`src/rtl/matrix_load_sequencer_pkg.sv`:
```
// Shared types for the matrix-vector front-end loader: FSM states,
// default geometry and the grouped strobe bundle driven toward the processors.
package matrix_load_sequencer_pkg;

  localparam int MAX_N    = 8;
  localparam int NUM_PROC = 4;
  localparam int CNT_W    = 3;

  typedef enum logic [2:0] {
    S_IDLE,
    S_LOAD_MATRIX,
    S_LOAD_VECTOR,
    S_START,
    S_WAIT_DONE
  } LOAD_SEQ_STATE;

  typedef struct packed {
    logic       push_row;
    logic [1:0] row_fifo_sel;
    logic       push_vec;
    logic       start;
  } LOAD_SEQ_SIGNALS;

endpackage

```
`src/rtl/matrix_load_sequencer_if.sv`:
```
// Stream input, FIFO write side and controller handshake of the loader.
// master = sequencer, slave = surrounding stream source / FIFOs / controller.
interface matrix_load_sequencer_if #(
  parameter int DATA_WIDTH = 8,
  parameter int NUM_PROC   = 4
);
  logic                  abort;
  logic [DATA_WIDTH-1:0] rx_data;
  logic                  rx_valid;
  logic                  rx_ready;
  logic [NUM_PROC-1:0]   row_fifo_full;
  logic                  vec_fifo_full;
  logic                  push_row;
  logic [1:0]            row_fifo_sel;
  logic [DATA_WIDTH-1:0] row_data;
  logic                  push_vec;
  logic [DATA_WIDTH-1:0] vec_data;
  logic [3:0]            n_cfg;
  logic                  start;
  logic                  op_done;
  logic                  busy;
  logic                  err_bad_n;

  modport master (
    input  abort, rx_data, rx_valid, row_fifo_full, vec_fifo_full, op_done,
    output rx_ready, push_row, row_fifo_sel, row_data, push_vec, vec_data,
           n_cfg, start, busy, err_bad_n
  );

  modport slave (
    output abort, rx_data, rx_valid, row_fifo_full, vec_fifo_full, op_done,
    input  rx_ready, push_row, row_fifo_sel, row_data, push_vec, vec_data,
           n_cfg, start, busy, err_bad_n
  );
endinterface

```
`src/rtl/matrix_load_sequencer_load_index_counter.sv`:
```
// Row-major 2-D element counter bounded by N; wrap_col marks the last column,
// last marks the final (N-1, N-1) element. clr has priority over inc.
module load_index_counter #(
  parameter int CNT_W = 3
) (
  input  logic             clk,
  input  logic             reset,
  input  logic             clr_i,
  input  logic             inc_i,
  input  logic [CNT_W:0]   bound_i,
  output logic [CNT_W-1:0] row_o,
  output logic             wrap_col_o,
  output logic             last_o
);
  logic [CNT_W-1:0] row_q, row_d, col_q, col_d, lim;

  assign lim        = CNT_W'(bound_i - 1'b1);
  assign wrap_col_o = (col_q == lim);
  assign last_o     = wrap_col_o && (row_q == lim);
  assign row_o      = row_q;

  always_comb begin
    row_d = row_q;
    col_d = col_q;
    if (clr_i) begin
      row_d = '0;
      col_d = '0;
    end else if (inc_i) begin
      if (wrap_col_o) begin
        col_d = '0;
        row_d = row_q + 1'b1;
      end else begin
        col_d = col_q + 1'b1;
      end
    end
  end

  always_ff @(posedge clk) begin
    if (reset) begin
      row_q <= '0;
      col_q <= '0;
    end else begin
      row_q <= row_d;
      col_q <= col_d;
    end
  end
endmodule

```
`src/rtl/matrix_load_sequencer.sv`:
```
// Steers an N, matrix, vector byte stream into per-row processor FIFOs and the
// vector FIFO with zero-latency pushes, then pulses start and waits for op_done.
module matrix_load_sequencer #(
  parameter int DATA_WIDTH = 8,
  parameter int MAX_N      = matrix_load_sequencer_pkg::MAX_N,
  parameter int NUM_PROC   = matrix_load_sequencer_pkg::NUM_PROC
) (
  input logic                    clk,
  input logic                    reset,
  matrix_load_sequencer_if.master bus
);
  import matrix_load_sequencer_pkg::*;

  LOAD_SEQ_STATE   state_q, state_d;
  LOAD_SEQ_SIGNALS ctl;
  logic [3:0]      n_cfg_q, n_cfg_d;
  logic            err_q, err_d;
  logic            rdy, accept, legal_n;
  logic            cnt_clr, cnt_inc, wrap_col, last_elem;
  logic [2:0]      row_cnt;
  logic [1:0]      proc_sel;

  load_index_counter #(.CNT_W(3)) u_cnt (
    .clk        (clk),
    .reset      (reset),
    .clr_i      (cnt_clr),
    .inc_i      (cnt_inc),
    .bound_i    (n_cfg_q),
    .row_o      (row_cnt),
    .wrap_col_o (wrap_col),
    .last_o     (last_elem)
  );

  assign proc_sel = 2'(32'(row_cnt) % NUM_PROC);
  assign legal_n  = (bus.rx_data != '0) && (bus.rx_data <= DATA_WIDTH'(MAX_N));
  assign accept   = bus.rx_valid && rdy;

  // Abort and reset both mask ready so no push can slip through that cycle.
  always_comb begin
    rdy = 1'b0;
    case (state_q)
      S_IDLE:        rdy = 1'b1;
      S_LOAD_MATRIX: rdy = ~bus.row_fifo_full[proc_sel];
      S_LOAD_VECTOR: rdy = ~bus.vec_fifo_full;
      default:       rdy = 1'b0;
    endcase
    if (reset || bus.abort) rdy = 1'b0;
  end

  always_comb begin
    state_d          = state_q;
    n_cfg_d          = n_cfg_q;
    err_d            = 1'b0;
    cnt_clr          = 1'b0;
    cnt_inc          = 1'b0;
    ctl              = '0;
    ctl.row_fifo_sel = proc_sel;
    case (state_q)
      S_IDLE: begin
        cnt_clr = 1'b1;
        if (accept) begin
          if (legal_n) begin
            n_cfg_d = bus.rx_data[3:0];
            state_d = S_LOAD_MATRIX;
          end else begin
            err_d = 1'b1;
          end
        end
      end
      S_LOAD_MATRIX: begin
        if (accept) begin
          ctl.push_row = 1'b1;
          cnt_inc      = 1'b1;
          if (last_elem) begin
            cnt_clr = 1'b1;
            state_d = S_LOAD_VECTOR;
          end
        end
      end
      S_LOAD_VECTOR: begin
        if (accept) begin
          ctl.push_vec = 1'b1;
          cnt_inc      = 1'b1;
          if (wrap_col) state_d = S_START;
        end
      end
      S_START: begin
        ctl.start = 1'b1;
        state_d   = S_WAIT_DONE;
      end
      S_WAIT_DONE: begin
        if (bus.op_done) state_d = S_IDLE;
      end
      default: state_d = S_IDLE;
    endcase
    if (bus.abort) begin
      state_d = S_IDLE;
      cnt_clr = 1'b1;
    end
  end

  always_ff @(posedge clk) begin
    if (reset) begin
      state_q <= S_IDLE;
      n_cfg_q <= '0;
      err_q   <= 1'b0;
    end else begin
      state_q <= state_d;
      n_cfg_q <= n_cfg_d;
      err_q   <= err_d;
    end
  end

  assign bus.rx_ready     = rdy;
  assign bus.push_row     = ctl.push_row;
  assign bus.row_fifo_sel = ctl.row_fifo_sel;
  assign bus.row_data     = bus.rx_data;
  assign bus.push_vec     = ctl.push_vec;
  assign bus.vec_data     = bus.rx_data;
  assign bus.start        = ctl.start;
  assign bus.n_cfg        = n_cfg_q;
  assign bus.busy         = (state_q != S_IDLE);
  assign bus.err_bad_n    = err_q;
endmodule

```
`src/flat_wrapper.sv`:
```
// flat-port wrapper written by rule: the top's interface ports become plain ports
module matrix_load_sequencer_flat import matrix_load_sequencer_pkg::*;
#(
  parameter int DATA_WIDTH = 8,
  parameter int MAX_N      = matrix_load_sequencer_pkg::MAX_N,
  parameter int NUM_PROC   = matrix_load_sequencer_pkg::NUM_PROC
)
  (clk, reset, bus_abort, bus_rx_data, bus_rx_valid, bus_row_fifo_full, bus_vec_fifo_full, bus_op_done, bus_rx_ready, bus_push_row, bus_row_fifo_sel, bus_row_data, bus_push_vec, bus_vec_data, bus_n_cfg, bus_start, bus_busy, bus_err_bad_n);
  matrix_load_sequencer_if #(.DATA_WIDTH(DATA_WIDTH), .NUM_PROC(NUM_PROC)) bus_i ();
  input logic clk;
  input logic reset;
  input wire logic [$bits(bus_i.abort)-1:0] bus_abort;
  input wire logic [$bits(bus_i.rx_data)-1:0] bus_rx_data;
  input wire logic [$bits(bus_i.rx_valid)-1:0] bus_rx_valid;
  input wire logic [$bits(bus_i.row_fifo_full)-1:0] bus_row_fifo_full;
  input wire logic [$bits(bus_i.vec_fifo_full)-1:0] bus_vec_fifo_full;
  input wire logic [$bits(bus_i.op_done)-1:0] bus_op_done;
  output wire logic [$bits(bus_i.rx_ready)-1:0] bus_rx_ready;
  output wire logic [$bits(bus_i.push_row)-1:0] bus_push_row;
  output wire logic [$bits(bus_i.row_fifo_sel)-1:0] bus_row_fifo_sel;
  output wire logic [$bits(bus_i.row_data)-1:0] bus_row_data;
  output wire logic [$bits(bus_i.push_vec)-1:0] bus_push_vec;
  output wire logic [$bits(bus_i.vec_data)-1:0] bus_vec_data;
  output wire logic [$bits(bus_i.n_cfg)-1:0] bus_n_cfg;
  output wire logic [$bits(bus_i.start)-1:0] bus_start;
  output wire logic [$bits(bus_i.busy)-1:0] bus_busy;
  output wire logic [$bits(bus_i.err_bad_n)-1:0] bus_err_bad_n;
  assign bus_i.abort = bus_abort;
  assign bus_i.rx_data = bus_rx_data;
  assign bus_i.rx_valid = bus_rx_valid;
  assign bus_i.row_fifo_full = bus_row_fifo_full;
  assign bus_i.vec_fifo_full = bus_vec_fifo_full;
  assign bus_i.op_done = bus_op_done;
  assign bus_rx_ready = bus_i.rx_ready;
  assign bus_push_row = bus_i.push_row;
  assign bus_row_fifo_sel = bus_i.row_fifo_sel;
  assign bus_row_data = bus_i.row_data;
  assign bus_push_vec = bus_i.push_vec;
  assign bus_vec_data = bus_i.vec_data;
  assign bus_n_cfg = bus_i.n_cfg;
  assign bus_start = bus_i.start;
  assign bus_busy = bus_i.busy;
  assign bus_err_bad_n = bus_i.err_bad_n;
  matrix_load_sequencer #(.DATA_WIDTH(DATA_WIDTH), .MAX_N(MAX_N), .NUM_PROC(NUM_PROC)) u_core (.clk(clk), .reset(reset), .bus(bus_i));
endmodule
```
`config.mk`:
```
export PLATFORM = sky130hd
export DESIGN_NAME = matrix_load_sequencer_flat
export DESIGN_NICKNAME = d
export VERILOG_FILES = /design/src/rtl/matrix_load_sequencer_pkg.sv /design/src/rtl/matrix_load_sequencer_if.sv /design/src/rtl/matrix_load_sequencer_load_index_counter.sv /design/src/rtl/matrix_load_sequencer.sv /design/src/flat_wrapper.sv
export SDC_FILE = /design/constraint.sdc
export NUM_CORES = 1
export LEC_CHECK = 0
export BUFFER_PORTS_ARGS = -buffer_cell sky130_fd_sc_hd__buf_2
export CAP_MARGIN = 20
export CORE_MARGIN = 5
export CORE_UTILIZATION = 47
export DETAILED_ROUTE_END_ITERATION = 12
export HOLD_SLACK_MARGIN = 0.05
export PLACE_DENSITY = 0.78
export SYNTH_ARGS = -nofsm -noshare
export SYNTH_HDL_FRONTEND = slang
export SYNTH_HIERARCHICAL = 1
export SYNTH_SLANG_ARGS = --single-unit
```
`constraint.sdc`:
```
create_clock -name clk -period 2.7 [get_ports clk]
set_input_delay 0.54 -clock clk [delete_from_list [all_inputs] [get_ports clk]]
set_output_delay 0.54 -clock clk [all_outputs]
set_load 0.05 [all_outputs]
```
### Word-level counts from Yosys, hierarchy flattened

Cells that the tools add are included.
W data, S select, Z words.

* $add $sub $neg: 3
* multipliers: 0
* div/mod/pow operators: 0
* magnitude comparators: 2
* equal/unequal tests: 13
* shift-type cells: 0
* multiplexer cells: 23
* bitwise logic cells: 4
* reduce and logical (&&, ||, !) cells: 14

Operator list (count)
* $mux W3: 8
* $pmux W3 S5: 1
* $mux W1: 11
* $ne A2 B1 Y1 const B: 5
* $le A8 B4 Y1 const B: 1
* $reduce_bool A8 Y1: 1
* $reduce_and A7 Y1: 1
* $add A3 B1 Y3 const B: 2
* $eq A3 B2 Y1 const B: 2
* $eq A3 B3 Y1: 2
* $reduce_or A2 Y1: 3
* $ne A2 B2 Y1 const B: 2
* $not A1 Y1: 4
* $eq A3 B1 Y1 const B: 1
* $eq A3 B3 Y1 const B: 1
* $logic_and A1 B1 Y1: 3
* $logic_not A3 Y1: 1
* $lt A2 B3 Y1 const B: 1
* $pmux W1 S3: 1
* $reduce_and A3 Y1: 1
* $reduce_bool A3 Y1: 1
* $reduce_or A3 Y1: 1
* $sub A3 B1 Y3 const B: 1
* $bmux W1 S2: 1
* 3 further kinds: 3

* register bits after elaboration: 14
* latch bits: 0
* RAM bits: 0
* ROM bits: 0
* input bits: 18
* output and inout bits: 28
* word-level logic and storage cells: 64
* memories: 0

### Longest topological paths before layout

* depth after elaboration: 10
* mapped depth: 10

### Hierarchy

The synthesis kept the hierarchy.

Modules (own cells, without submodules)
* matrix_load_sequencer: times used 1, cells each 80, area each 664.4 µm², sequential area each 160.2 µm²
* load_index_counter: times used 1, cells each 42, area each 419.2 µm², sequential area each 120.1 µm²

### Least setup slack after synthesis

OpenSTA, ideal clock, no wires.

* path type: in2out
* from: in bus_abort
* to: out bus_push_vec
* data arrival time: 2737 ps
* required time: 2160 ps
* setup slack: -577 ps
* stages: 3
* path through: or4b_1 buf_2 nor4bb_1

* word-level cells in the longest chain between the ends: 5

RTL lines
* start, declared: line flat_wrapper.sv:12 `input wire logic [$bits(bus_i.abort)-1:0] bus_abort;`
* $logic_or A1 B1 Y1: line matrix_load_sequencer.sv:47 `if (reset || bus.abort) rdy = 1'b0;`
* $mux W1: line matrix_load_sequencer.sv:47
* $logic_and A1 B1 Y1: line matrix_load_sequencer.sv:36 `assign accept = bus.rx_valid && rdy;`
* $mux W1: line matrix_load_sequencer.sv:81 `if (accept) begin`
* $mux W1: line matrix_load_sequencer.sv:58 `case (state_q)`
* end, declared: line flat_wrapper.sv:22 `output wire logic [$bits(bus_i.push_vec)-1:0] bus_push_vec;`

Every way passes these cells.

### Worst setup path in the final report

* from: reg u_core.u_cnt.row_q[0], in the netlist u_core/u_cnt/row_o[0]
* to: out bus_push_row

* word-level cells in the longest chain between the ends: 8

RTL lines
* start, declared: line matrix_load_sequencer_load_index_counter.sv:15 `logic [CNT_W-1:0] row_q, row_d, col_q, col_d, lim;`
* start signal, assigned: line matrix_load_sequencer_load_index_counter.sv:43 `row_q <= row_d;`
* $bmux W1 S2: line matrix_load_sequencer.sv:43 `S_LOAD_MATRIX: rdy = ~bus.row_fifo_full[proc_sel];`
* $mux W1 (not written as such): line matrix_load_sequencer.sv:43
* $not A1 Y1: line matrix_load_sequencer.sv:43
* $pmux W1 S3: line matrix_load_sequencer.sv:41 `case (state_q)`
* $mux W1: line matrix_load_sequencer.sv:47
* $logic_and A1 B1 Y1: line matrix_load_sequencer.sv:36
* $mux W1: line matrix_load_sequencer.sv:71 `if (accept) begin`
* $mux W1: line matrix_load_sequencer.sv:58
* end, declared: line flat_wrapper.sv:19 `output wire logic [$bits(bus_i.push_row)-1:0] bus_push_row;`

Every way passes these cells. The select of a mux whose other input is x is not followed.

==> qor.log <==
[finish] number of inserted diodes 0
[critical_path] startpoint type of the worst setup path register
[floorplan] die extent in x 58.0 um
[clock_tree] clk root buf sky130_fd_sc_hd__clkbuf_4
[synthesis] Synth Register Bits 14
[floorplan] number of top-level pins 46
[routing] total routed wirelength 2240 um
[sta] post-route worst hold slack 484 ps
[global_route] GR Util met1 17.1%
[floorplan] die span in y 58.0 um
[placement] Final Wtd Congestion 0.785
[sta] Period minus WS final 2580 ps
[power] static leakage 0.587 nW
[clock_tree] number of buffers created by CTS 3
[critical_path] WP data arrival 2040 ps
[global_route] remaining global-route overflow 0
[global_route] pin count of the biggest net entering global routing 14
[sta] timing-limited maximum frequency 387 MHz
[placement] cell area reported after detailed placement 1240 sq um
[finish] Filler Cells Inserted 214
[routing] Remaining DRCs 0
[global_route] number of antenna violations at the first check in global routing 0
[floorplan] initial standard-cell utilization of the core 49.0%
[floorplan] core region area 2210 sq um
[critical_path] type of the worst setup path register to output port
[sta] count of endpoints failing setup in the final report 0
[critical_path] Req. time, crit path 2160 ps
[sta] relative slew slack 71.7%
[routing] detailed-route vias per instance 5.35
[global_route] total routing usage reported by global routing 14.2%
[global_route] vias in the first global route 919
[clock_tree] H-tree levels 1
[routing] 1st-pass router iterations 4
[synthesis] count of warnings emitted by yosys 6
[global_route] first-pass GRT wire length 3750 um
[finish] final core utilization 57.7%
[synthesis] top-area cell type share of the netlist area 25.9%
[power] VDD IR-drop max 246 uV
[floorplan] Rows 17
[routing] Detailed Route Iter0 Violations 16
[synthesis] sequential area share after synthesis 25.9%
[clock_tree] Setup Fix Bufs, Post-CTS 0
[synthesis] cell type with the largest total area after synthesis sky130_fd_sc_hd__dfxtp_1
[synthesis] top cells by instance count after synthesis sky130_fd_sc_hd__buf_4 (16), sky130_fd_sc_hd__dfxtp_1 (14), sky130_fd_sc_hd__nor2_1 (13)
[critical_path] setup slack of the most critical reg-to-reg path 510 ps
[synthesis] Avg Cell Area, Syn 8.88 sq um
[sta] Max Slew Vio Count 0
[sta] unrepaired setup endpoints after global routing no
[min_path] worst hold-check path type register to register
[synthesis] Cell Area, Synth 1080 sq um
[clock_tree] CTS tree done
[sta] hold violation count in the final report 0
[power] P per Cell Area 361 nW/um^2
[synthesis] net count of the mapped netlist 143
[placement] post-DP HPWL 1850 um
[clock_tree] Sinks on Clock Net 14
[floorplan] total die area 3370 sq um
[synthesis] number of enable-type register cells in the synthesized netlist 0
[critical_path] maximum fanout encountered on the critical timing path 5
[synthesis] most frequent cell after synthesis sky130_fd_sc_hd__buf_4
[critical_path] type of destination of the critical path output port
[routing] number of nets still failing antenna checks after routing 0
[run_status] status finished, final reports clean
[synthesis] leading cell types by total area after synthesis sky130_fd_sc_hd__dfxtp_1 (26%), sky130_fd_sc_hd__buf_4 (11%), sky130_fd_sc_hd__nand2b_1 (5.8%)
[clock_tree] number of hold-repair buffers added at the cts stage 0
[synthesis] number of instances in the synthesized netlist 122
[clock_tree] post-cts sizing count 0
[routing] vias 973
[finish] fraction of final layout cells with drive strength greater than 1 42.9%
[clock_tree] CTS clock-pin slew for the worst setup and hold paths 90 ps
[placement] Cell Count Post-Placement 178
[routing] average routed wire per standard cell 12.3 um
[global_route] global-route met2 utilization 22.6%
[clock_tree] clock latency on the worst-skew pair 280 ps
[synthesis] unique cell type count in the Yosys netlist 43
[synthesis] share of async-settable or async-resettable flops after synthesis 0%
[finish] Finished Cell Area 1280 sq um
[finish] area added between synthesis and finish 17.9%
[clock_tree] number of buffers on the longest clock path 2
[sta] pin slew with the least headroom to its limit 424 ps
[sta] Post-Route Setup TNS 0 ps
[global_route] met3 usage 1.34%
[sta] worst setup skew after layout 3.16 ps
[sta] crit share post-route 95.6%
[finish] fin nets 176
[global_route] busiest grt layer met2
[synthesis] ys flop type sky130_fd_sc_hd__dfxtp_1
[finish] number of cells in the finished layout apart from fillers 182
[placement] total of buffers placed on input and output ports 45
[run] reported max-cap violation count 0
[layout make-up]
| class | instances | area, sq um | share of cell area, % |
|---|---|---|---|
| multi-input cells | 84 | 663 | 51.9 |
| flip-flops and latches | 14 | 280 | 21.9 |
| repair buffers | 48 | 248 | 19.4 |
| clock buffers | 4 | 36.3 | 2.84 |
| well taps | 28 | 35.0 | 2.74 |
| inverters | 4 | 15.0 | 1.18 |
[sequential cells by signal, summed over array words and instances, names as in the netlist]
name and cells:
u_core/state_q 3, u_core/bus.n_cfg 4, u_core/bus.err_bad_n 1, u_core/u_cnt/col_q 3, u_core/u_cnt/row_o 3
[worst paths after layout]
path                                            start                     to  cells past startpoint
worst max register to register    u_core/bus.n_cfg[1]  u_core/u_cnt/col_q[2]                      9
worst max-delay path            u_core/u_cnt/row_o[0]           bus_push_row                      4
worst min register to register    u_core/bus.n_cfg[3]    u_core/bus.n_cfg[3]                      2
worst min-delay path              u_core/bus.n_cfg[3]    u_core/bus.n_cfg[3]                      2
[cell families after synthesis]
family                   Yosys count  synth area share (%)
XOR/XNOR                           8                  9.24
AND/OR/NAND/NOR                   49                  29.7
flip-flops                        14                  25.9
AO/OA/AOI/OAI                     17                  10.2
multiplexers                       7                  7.62
adder cells (fa/ha/maj)            3                  3.46
buffers and inverters             24                  14.0
[routing by layer]
| layer | share of wire, % | vias up |
|---|---|---|
| li1 | - | 478 |
| met1 | 42 | 455 |
| met2 | 48 | 36 |
| met3 | 7.7 | 4 |
| met4 | 2.3 | 0 |
| met5 | 0 | - |
[cell usage in the layout (no fill, tap or decap), drive strengths merged, types with 2 or more instances in the layout]
cell    netlist  routed
o21a          2       2
inv           4       4
a31oi         2       2
or3           4       4
buf          17      48
nor4          2       2
or2           2       2
clkbuf        3       4
a21oi         4       4
nor4b         2       2
nand2         3       3
nand2b       10      10
nor2         13      13
mux2i         6       6
and3          2       2
dfxtp        14      14
ha            3       3
o21ai         3       3
xor2          6       6
nand3         2       2
nor3          2       2
[critical path, stage by stage (launching register included)]
cell and delay [ps]:
sky130_fd_sc_hd__dfxtp_1 460, sky130_fd_sc_hd__mux4_2 580, sky130_fd_sc_hd__or2_2 350, sky130_fd_sc_hd__nor2_2 100
sky130_fd_sc_hd__buf_2 260
[per-stage QoR]
step	total power, mW	worst slack, ps
global route	0.487	4.23
detailed placement	0.313	208
floorplan	0.298	-68.0
finish	0.461	119
CTS	0.471	107
global placement	0.313	224
[report_power, final]
part	internal, mW	switching [mW]	total, mW	leakage, nW
clock	0.0821	0.0710	0.153	0.0210
sequential	0.207	0.000490	0.208	0.113
combinational	0.0275	0.0725	0.100	0.453
total	0.317	0.144	0.461	0.587
(Power assumes the default switching activity.)
